**src/rtl/imem_loader.sv**
```systemverilog
`default_nettype none
// ============================================================================
// Module   : imem_loader
// Brief    : Assembles a little-endian byte stream into 32-bit words and
//            writes them to sequential word addresses of the instruction store.
// Revision : 1.0
// ============================================================================
module imem_loader #(
    parameter int unsigned SIZE      = 256,
    parameter logic [31:0] BASE_ADDR = 32'h0000_0000
) (
    input  logic        clk,
    input  logic        rst_n,
    input  logic        i_start,
    input  logic [15:0] i_length,
    input  logic [7:0]  i_byte_in,
    input  logic        i_byte_valid,
    output logic        o_byte_ready,
    output logic        o_mem_we,
    output logic [31:0] o_mem_addr,
    output logic [31:0] o_mem_wdata,
    output logic        o_busy,
    output logic        o_done,
    output logic        o_error
);

    typedef enum logic [1:0] {
        S_IDLE  = 2'd0,
        S_RECV  = 2'd1,
        S_WRITE = 2'd2,
        S_DONE  = 2'd3
    } state_t;

    localparam logic [31:0] c_SIZE = SIZE[31:0];

    state_t      r_state;
    logic [1:0]  r_byte_cnt;
    logic [15:0] r_index;
    logic [15:0] r_length;

    logic        w_too_long;
    logic        w_last_word;
    logic [31:0] w_word_addr;

    assign w_too_long  = ({16'd0, i_length} > c_SIZE);
    assign w_last_word = ((r_index + 16'd1) == r_length);
    assign w_word_addr = BASE_ADDR + {14'd0, r_index, 2'b00};

    always_ff @(posedge clk or negedge rst_n) begin
        if (!rst_n) begin
            r_state      <= S_IDLE;
            r_byte_cnt   <= 2'd0;
            r_index      <= 16'd0;
            r_length     <= 16'd0;
            o_byte_ready <= 1'b0;
            o_mem_we     <= 1'b0;
            o_mem_addr   <= BASE_ADDR;
            o_mem_wdata  <= 32'd0;
            o_busy       <= 1'b0;
            o_done       <= 1'b0;
            o_error      <= 1'b0;
        end else begin
            o_mem_we <= 1'b0;
            o_done   <= 1'b0;
            o_error  <= 1'b0;
            case (r_state)
                S_IDLE: begin
                    if (i_start) begin
                        if (i_length == 16'd0) begin
                            r_state <= S_DONE;
                            o_done  <= 1'b1;
                            o_busy  <= 1'b1;
                        end else if (w_too_long) begin
                            o_error <= 1'b1;
                        end else begin
                            r_length     <= i_length;
                            r_index      <= 16'd0;
                            r_byte_cnt   <= 2'd0;
                            r_state      <= S_RECV;
                            o_byte_ready <= 1'b1;
                            o_busy       <= 1'b1;
                        end
                    end
                end
                S_RECV: begin
                    // o_byte_ready is high throughout RECV, so valid alone means a transfer
                    if (i_byte_valid) begin
                        o_mem_wdata[{r_byte_cnt, 3'b000} +: 8] <= i_byte_in;
                        r_byte_cnt <= r_byte_cnt + 2'd1;
                        if (r_byte_cnt == 2'd3) begin
                            r_state      <= S_WRITE;
                            o_byte_ready <= 1'b0;
                            o_mem_we     <= 1'b1;
                            o_mem_addr   <= w_word_addr;
                        end
                    end
                end
                S_WRITE: begin
                    r_index    <= r_index + 16'd1;
                    r_byte_cnt <= 2'd0;
                    if (w_last_word) begin
                        r_state <= S_DONE;
                        o_done  <= 1'b1;
                    end else begin
                        r_state      <= S_RECV;
                        o_byte_ready <= 1'b1;
                    end
                end
                S_DONE: begin
                    r_state <= S_IDLE;
                    o_busy  <= 1'b0;
                end
                default: begin
                    r_state      <= S_IDLE;
                    o_busy       <= 1'b0;
                    o_byte_ready <= 1'b0;
                end
            endcase
        end
    end

endmodule
`default_nettype wire

```
**config.mk**
```make
export PLATFORM = sky130hd
export DESIGN_NAME = imem_loader
export DESIGN_NICKNAME = d
export VERILOG_FILES = /design/src/rtl/imem_loader.sv
export SDC_FILE = /design/constraint.sdc
export NUM_CORES = 1
export LEC_CHECK = 0
export CAP_MARGIN = 25
export CORE_MARGIN = 10
export CORE_UTILIZATION = 25
export CTS_CLUSTER_DIAMETER = 120
export CTS_CLUSTER_SIZE = 30
export DETAILED_ROUTE_END_ITERATION = 6
export SYNTH_ARGS = -nofsm -noshare
export SYNTH_HDL_FRONTEND = slang
export SYNTH_SLANG_ARGS = --single-unit
```
**constraint.sdc**
```tcl
create_clock -name clk -period 2.65 [get_ports clk]
set_clock_uncertainty 0.05 [all_clocks]
set_input_delay 0.3975 -clock clk [delete_from_list [all_inputs] [get_ports clk]]
set_output_delay 0.3975 -clock clk [all_outputs]
set_load 0.01 [all_outputs]
```
; ---- Word-level counts from Yosys, hierarchy flattened
; Cells that the tools add are included.
[word_totals]
ff_bits = 89
out_inout_bits = 69
elab_cells = 82
[op_classes]
addsub = 3
order_cmp = 1
eq_ne = 12
shifts = 2
mux = 38
n_bitwise = 2
n_reduce_logical = 13
[ops]
columns = op, n
row1 = 16-bit two-way mux, 3
row2 = 32-bit bitwise mux, 1
row3 = 16-bit one-hot mux with 2 select lines, 1
row4 = 8-bit by 7-bit variable shift with 32-bit output (first input constant), 1
row5 = 8-bit by 7-bit indexed part select with 32-bit output, 1
row6 = 2-bit two-way mux, 10
row7 = 1-bit two-way mux, 18
row8 = 16-bit by 1-bit adder with 16-bit output (second input constant), 1
row9 = 16-bit == test, 1
row10 = 16-bit by 9-bit > comparator with 1-bit output (second input constant), 1
row11 = 16-bit logical NOT, 1
row12 = 2-bit inequality test (second input constant), 6
row13 = 4-bit AND reduction, 3
row14 = 2-bit one-hot mux with 4 select lines, 1
row15 = 5-bit negator with 7-bit output, 1
row16 = 7-bit AND reduction, 1
row17 = 2-bit == test (second input constant), 3
row18 = 2-bit one-hot mux with 3 select lines, 1
row19 = 3-bit AND reduction, 2
row20 = 5-bit AND reduction, 1
row21 = 1-bit one-hot mux with 2 select lines, 2
row22 = 2-bit nonzero test, 2
row23 = 3-bit inequality test (second input constant), 1
row24 = 1-bit one-hot mux with 3 select lines, 1
row25 = other kinds (6), 7

; ---- Logic depth before layout (Yosys ltp)
; Gate-level depths: netlist (run 1).
[logic_depth]
depth_word = 5
depth_mapped = 8

; ---- Worst setup path after synthesis (run 1)
; Ideal clock, no wire load.
[synth_path]
path_kind = input to register
start = input port i_length[10]
end = register r_length[6]
setup_time_ns = 0.127
arrival_time_ns = 2.119
t_required_ns = 2.473
slack_ns = 0.354
path_stages = 6
path_buffers = 1
cell_sequence = or4_4 -> nor4_4 -> nand3_2 -> nor3_4 -> buf_6 -> mux2_1
[synth_between]
elab_chain_cells = 3
word_cells_on_any_way = 5
classes_between = order compare (1) / bitwise (2) / reduce/logical (2)
[synth_rtl]
columns = item, line_no
row1 = from (decl), 15  ; input logic [15:0] i_length,
row2 = 16-bit by 9-bit > comparator with 1-bit output or 16-bit logical NOT (tied branches), "45, 69"
row3 = 1-bit NOT (no source line), n/a
row4 = 4-bit AND reduction (no source line) (*), n/a
row5 = to (signal assigned), 76  ; r_length <= i_length;
row6 = to (decl), 39  ; logic [15:0] r_length;
; Mark *: on every way between the ends. The rest lies on a longest branch, timed or not.
; A chain may end at the register's enable or synchronous reset.

; ---- Worst setup path after layout (run 1)
[layout_path]
start = register r_index[2]
end = register o_done
[layout_between]
elab_chain_cells = 4
[layout_rtl]
columns = item, line_no
row1 = from (decl), 38  ; logic [15:0] r_index;
row2 = from (signal assigned), 99  ; r_index <= r_index + 16'd1;
row3 = 16-bit by 1-bit adder with 16-bit output, 46  ; assign w_last_word = ((r_index + 16'd1) == r_length);
row4 = 16-bit == test, 46
row5 = 1-bit two-way mux, 101  ; if (w_last_word) begin
row6 = 1-bit one-hot mux with 2 select lines, 66  ; case (r_state)
row7 = to (signal assigned), 64  ; o_done <= 1'b0;
row8 = to (signal assigned), 71  ; o_done <= 1'b1;
row9 = to (signal assigned), 103  ; o_done <= 1'b1;
row10 = to (decl), 23  ; output logic o_done,
; Every way passes these cells.

==> summary.txt, run 1 <==
Status
  – Outcome: completed

Timing
  – Final max-slew violation count: 0
  – Worst-Margin Slew: 0.587 ns
  – Setup WS post-layout: 0.260 ns
  – Final setup fails: 0
  – Slew HR: 60.5%
  – WHS: 0.374 ns
  – Highest Clock Rate: 418 MHz
  – Hold Violations, Final: 0
  – Final period util: 90.2%
  – Tmin final: 2.39 ns
  – Unrepaired setup endpoints after global routing: no

CTS
  – CTS tree: built
  – H-tree depth: 3
  – CTS max path bufs: 2
  – CTS sink count: 89
  – Post-CTS Hold Buffers: 1
  – Post-CTS Setup Bufs: 0
  – Reg clk slew, reported paths: 0.07 ns
  – Resize count post-CTS: 0
  – TritonCTS buffer count: 9
  – CTS root buffer: clkbuf_16
  – Worst skew pair latency: 0.35 ns

Layout
  – Final nets: 570
  – Final Util: 33.5%
  – Final instance area: 0.00582 mm^2
  – Share of cells above drive strength 1: 11.7%
  – Highest-count cells in the layout ignoring fill and taps: dfrtp_1, nand2_1, clkdlybuf4s50_1
  – Commonest non-fill, non-tap cell in the layout: dfrtp_1
  – Syn-to-layout area delta: 31.0%

Logic synthesis
  – Async set or reset register ratio after synthesis: 100%
  – Xor and xnor fraction of the mapped netlist area: 4.25%
  – Post-synth top area share: 50.1%
  – Number of synthesized flops with an enable pin: 0
  – Mapped Cells: 450
  – Fraction of synthesized area in multiplexers: 6.56%
  – Distinct cells, synth: 55
  – Mapped Area: 0.00444 mm^2
  – Ys Warns: 0
  – Synth Area in Compound Gates: 12.6%
  – Area fraction in and, or, nand and nor cells after synthesis: 18.7%
  – Largest family of logic cells by synthesized area: simple AND/OR/NAND/NOR gates
  – Leading post-synthesis cells by cell area: dfrtp_1, nand2_1, o21ai_0
  – Adder-cell share of the synthesized area: 1.97%
  – Seq/Total Area, Yosys: 50.1%
  – Cell taking the most area after synthesis: dfrtp_1
  – Prevailing post-synth register cell: dfrtp_1
  – Synth Register Bits: 89
  – Avg Cell Area, Syn: 9.87 um^2

Detailed routing
  – Drt pass-1 iters: 4
  – DRT iter0 DRCs: 226
  – Routed len/inst: 15.5 um
  – DRT antenna net count: 0
  – Routed WL: 11.9 mm
  – Vias: 3514
  – Via/cell ratio: 4.59
  – Post-route DRC: 0

GRT
  – Vias in the first global route: 3578
  – Largest net degree at the start of global routing: 81
  – Gr usage total: 10.2%
  – Initial antenna violation count: 0
  – GRT overflow: 0
  – Wire length of the first global-routing pass: 19.5 mm

Placed design
  – PortBufs: 80
  – Placed cell areas: 0.00552 mm^2
  – Final Wtd Congestion: 0.800
  – DPL Wire Length: 8.90 mm
  – Dpl ws: -0.0769 ns

Critical path
  – Slowest cell on the critical path: nor4_2
  – CP Cell Sequence: nand3_1 > nor4_2 > a21oi_1 > a41oi_1 > nand3_1 > o31ai_1
  – Crit-path max FO: 11
  – Worst Setup Start Kind: flop
  – Worst Path Buf+Inv: 0
  – Most repeated library cell on the critical path: nand3_1
  – Critical path's largest stage delay: 0.61 ns
  – Critical path class: reg2reg
  – Worst Path Required: 2.84 ns
  – Family with the most delay on the worst path: simple AND/OR/NAND/NOR gates
  – CP endpoint kind: flop
  – CP Data Arrival Time: 2.58 ns

Pwr
  – LEAKAGE: 2.47 nW
  – Power per cell area: 804 mW/mm^2
  – Worst vdd ir: 0.431 mV

Floorplan
  – Cell row count: 48
  – Die ar.: 0.0235 mm^2
  – Initial Utilization: 25.6%
  – Core ar.: 0.0174 mm^2
  – I/O pin count: 97
  – Width of the die: 153 um
  – Chip Height: 153 um

Min path
  – Tightest Hold Check Type: in2async

Job
  – # Max-Cap Violations: 0
worst register-to-register path: stages (launching register included):
cell	delay [ns]
dfrtp_1	0.52
nand3_1	0.28
nor4_2	0.61
a21oi_1	0.13
a41oi_1	0.31
nand3_1	0.12
o31ai_1	0.25
worst paths after layout:
path                                 start              end  slack (ns)  depth (start not counted)
max                             r_index[2]           o_done        0.26                          6
min                                  rst_n  o_mem_wdata[12]        0.37                          2
max reg2reg                     r_index[2]           o_done        0.26                          6
min reg2reg                o_mem_wdata[20]  o_mem_wdata[20]        0.43                          2
max in group asynchronous            rst_n      r_index[10]        1.51                          3
min in group clk           o_mem_wdata[20]  o_mem_wdata[20]        0.43                          2
through the flow:
stage | cells | TNS (ns) | total power, mW
floorplan | 465 | 0 | 2.74
global route | 765 | 0 | 5.01
detailed placement | 748 | -0.541 | 3.48
global placement | 748 | -0.0847 | 3.43
CTS | 765 | 0 | 4.75
finish | 766 | 0 | 4.68
synthesized netlist by cell type (all sizes together) (3+ instances only):
library cell	n
a21oi	8
a31oi	4
and3	3
buf	22
clkbuf	16
dfrtp	89
ha	7
inv	8
mux2	25
nand2	86
nand3	14
nand4	7
nor2	20
nor2b	7
nor3	7
nor3b	3
nor4	6
o21ai	56
o31ai	9
or4	4
xnor2	14
xor2	5
routing by layer:
metal	wire (um)	global-route usage [%]
met5	0	0
met3	906	3.51
met2	5550	15.7
met4	44	2.86
met1	5400	13.1
where the power goes:
part           internal [mW]  switching (mW)
combinational          0.764           0.754
sequential              1.63           0.288
clock                  0.696           0.547
state kept, by name, indices dropped and copies added, names as in the netlist, 2 cells and up:
| register | cells |
|---|---|
| o_mem_addr | 16 |
| r_byte_cnt | 2 |
| r_length | 16 |
| o_mem_wdata | 32 |
| r_state | 2 |
| r_index | 16 |
cells by family after synthesis:
family                     count (synthesis)
adders and majority gates                  7
muxes                                     26
other                                      1
xor gates and xnor gates                  20
AOI/OAI and AO/OA                         94
DFF                                       89
buffers and inverters                     46
and+or+nand+nor                          167
cell type report:
class,count,area (um^2)
sequential,89,2230
fill,1740,11500
multi-input combinational,330,2020
tap,225,282
inverter,8,30.0
timing repair buffer,97,966
antenna,1,2.50
clock inverter,4,35.0
clock buffer,12,256
Note: power is estimated with default switching activity, not from simulation.
==> run 2, diff against run 1 <==
==> constraint.sdc (replaced) <==
create_clock -name clk -period 2.7 [get_ports clk]
set_clock_uncertainty 0.05 [all_clocks]
set_input_delay 0.405 -clock clk [delete_from_list [all_inputs] [get_ports clk]]
set_output_delay 0.405 -clock clk [all_outputs]
set_load 0.01 [all_outputs]
==> run 2 against run 1 <==
Effect of this change:
- utilization down 0.16 points
- largest cell class unchanged
- die area unchanged
- highest routed layer unchanged
- critical path type is now in2reg
- critical path depth up 2
==> summary.txt, run 2 (synthesized netlist as in run 1, its figures left out) <==
Layout
  – Max reg flops: 32 (unchanged)
  – Highest-count cells in the layout ignoring fill and taps: dfrtp_1, nand2_1, clkdlybuf4s50_1 (unchanged)
  – Filler instances: 1764 (was 1740)
  – Top register by number of flip-flops: o_mem_wdata (unchanged)
  – Share of cells above drive strength 1: 11.4% (was 11.7%)
  – Final nets: 566 (was 570)
  – Final instance area: 0.00579 mm^2 (was 0.00582 mm^2)
  – Ant diodes: 0 (was 1)
  – Syn-to-layout area delta: 30.4% (was 31.0%)
  – Commonest non-fill, non-tap cell in the layout: dfrtp_1 (unchanged)

CTS
  – CTS root buffer: clkbuf_16 (unchanged)
  – Post-CTS Setup Bufs: 0 (unchanged)
  – Resize count post-CTS: 0 (unchanged)
  – CTS max path bufs: 2 (unchanged)
  – H-tree depth: 3 (unchanged)
  – Post-CTS Hold Buffers: 0 (was 1)
  – Worst skew pair latency: 0.35 ns (about the same)
  – TritonCTS buffer count: 9 (unchanged)
  – Reg clk slew, reported paths: 0.06 ns (was 0.07 ns)
  – CTS sink count: 89 (unchanged)
  – CTS tree: built (unchanged)

Timing
  – Final setup fails: 0 (unchanged)
  – WHS: 0.00265 ns (was 0.374 ns)
  – Final max-slew violation count: 0 (unchanged)
  – Hold Violations, Final: 0 (unchanged)
  – Highest Clock Rate: 417 MHz
  – Tmin final: 2.40 ns
  – Unrepaired setup endpoints after global routing: no (unchanged)
  – Final period util: 88.7%
  – Worst-Margin Slew: 0.617 ns (was 0.587 ns)
  – Slew HR: 58.9% (was 60.5%)

Min path
  – Tightest Hold Check Type: in2async (unchanged)

Floorplan
  – Width of the die: 153 um (unchanged)
  – I/O pin count: 97 (unchanged)
  – Chip Height: 153 um (unchanged)
  – Initial Utilization: 25.6% (unchanged)
  – Core ar.: 0.0174 mm^2 (unchanged)
  – Die ar.: 0.0235 mm^2 (unchanged)
  – Cell row count: 48 (unchanged)

Critical path
  – Worst Reg-to-Reg Cells: 6 (unchanged)
  – Most repeated library cell on the critical path: o21ai_0 (was nand3_1)
  – Critical path class: in2reg (was reg2reg)
  – Reg-to-Reg End: o_done (unchanged)
  – Crit-path max FO: 17 (was 11)
  – Critical path's largest stage delay: 0.54 ns (was 0.61 ns)
  – CP endpoint kind: flop (unchanged)
  – Worst Setup Start Kind: primary input (was flop)
  – FF-to-FF Start: r_index[2] (unchanged)
  – Flop2flop setup slack: 0.37 ns (was 0.26 ns)
  – CP Cell Sequence: clkdlybuf4s50_1 > or4_4 > nor4_4 > buf_4 > and4bb_1 > o21bai_4 > o21ai_0 > o21ai_0 (was nand3_1 > nor4_2 > a21oi_1 > a41oi_1 > nand3_1 > o31ai_1)
  – Worst Path Required: 2.86 ns (was 2.84 ns)
  – Slowest cell on the critical path: or4_4 (was nor4_2)
  – CP Data Arrival Time: 2.55 ns (was 2.58 ns)

Detailed routing
  – DRT antenna net count: 0 (unchanged)
  – Via/cell ratio: 4.61 (was 4.59)
  – Vias: 3509 (was 3514)
  – Routed len/inst: 15.6 um (was 15.5 um)
  – Routed WL: 11.9 mm (about the same)
  – Drt pass-1 iters: 4 (unchanged)
  – Post-route DRC: 0 (unchanged)
  – DRT iter0 DRCs: 208 (was 226)

Pwr
  – LEAKAGE: 2.45 nW (was 2.47 nW)
  – Clk pwr share: 27.9% (was 26.5%)
  – Pint: 3.10 mW (was 3.09 mW)
  – Seq pwr share: 40.3% (was 41.0%)
  – Psw: 1.57 mW (was 1.59 mW)
  – Worst vdd ir: 0.449 mV (was 0.431 mV)
  – Power per cell area: 806 mW/mm^2 (was 804 mW/mm^2)
  – Logic pwr share: 31.8% (was 32.4%)
  – Switch share: 33.7% (was 34.0%)

Job
  – # Max-Cap Violations: 0 (unchanged)

Placed design
  – PortBufs: 80 (unchanged)
  – Placed cell areas: 0.00548 mm^2 (was 0.00552 mm^2)
  – DPL Wire Length: 8.97 mm (was 8.90 mm)
  – Final Wtd Congestion: 0.805 (was 0.800)

GRT
  – GRT overflow: 0 (unchanged)
  – Initial antenna violation count: 0 (unchanged)
  – Largest net degree at the start of global routing: 46 (was 81)
  – Gr usage total: 10.1% (was 10.2%)
  – Vias in the first global route: 3479 (was 3578)
  – Wire length of the first global-routing pass: 19.2 mm (was 19.5 mm)

Status
  – Outcome: completed (unchanged)
==> run 2: changes by cell type in the layout (fill, tap and decap cells not counted) <==
cell	previous run	this run
buf_12	3	2
buf_4	14	12
bufinv_16	0	1
clkbuf_1	1	0
clkbuf_8	2	1
clkinv_4	3	1
clkinvlp_4	0	1
diode_2	1	0
dlygate4sd3_1	1	0
inv_6	1	3
==> run 2: power by group through the flow <==
stage,Clock (mW),Combinational (mW),Sequential (mW)
floorplan,0,0.830,1.86
detailed placement,0,1.50,1.91
global route,1.40,1.65,1.94
global placement,0,1.47,1.89
CTS,1.35,1.51,1.89
finish,1.30,1.48,1.88
==> run 2: critical path, delay by kind of cell <==
kind            cells  cell delay (ns)
compound gates      3             0.48
buf+inv             2             0.59
simple gates        3             1.06
==> run 2: cell type report <==
class / count / area [um^2] / area share, %
sequential: 89 / 2230 / 38.4
multi-input combinational: 330 / 2020 / 34.9
timing repair buffer: 93 / 921 / 15.9
tap: 225 / 282 / 4.86
clock buffer: 10 / 239 / 4.13
clock inverter: 6 / 72.6 / 1.25
inverter: 8 / 30.0 / 0.518
==> run 2: through the flow <==
stage	setup TNS, ns	total power [mW]	worst slack [ns]	utilization (%)	std cells
6_report	0	4.67	0.304	33.4	761
5_1_grt	0	4.98	0.138	33.4	761
4_1_cts	0	4.74	0.268	33.4	761
3_5_place_dp	-0.612	3.41	-0.0784	31.6	745
3_3_place_gp	-0.0104	3.36	-0.00673	31.6	745
2_1_floorplan	0	2.69	0.397	-	465
==> run 2: metal layers <==
layer / vias up / share of wire, % / global-route usage (%)
met5: - / 0 / 0
met4: 0 / 1.3 / 3.00
met3: 15 / 7.8 / 3.98
met2: 115 / 46 / 15.6
met1: 1674 / 45 / 12.6
li1: 1705 / - / -
==> run 2: worst max-delay path by stage <==
stage | slack [ns] | depth (start not counted) | to | from
global placement | -0.007 | 8 | r_index[7] | i_length[10]
finish | 0.30 | 8 | r_index[11] | i_length[10]
global route | 0.14 | 8 | r_index[5] | i_length[12]
detailed placement | -0.08 | 8 | r_index[11] | i_length[10]
CTS | 0.27 | 8 | r_index[11] | i_length[10]
floorplan | 0.40 | 6 | r_length[6] | i_length[10]
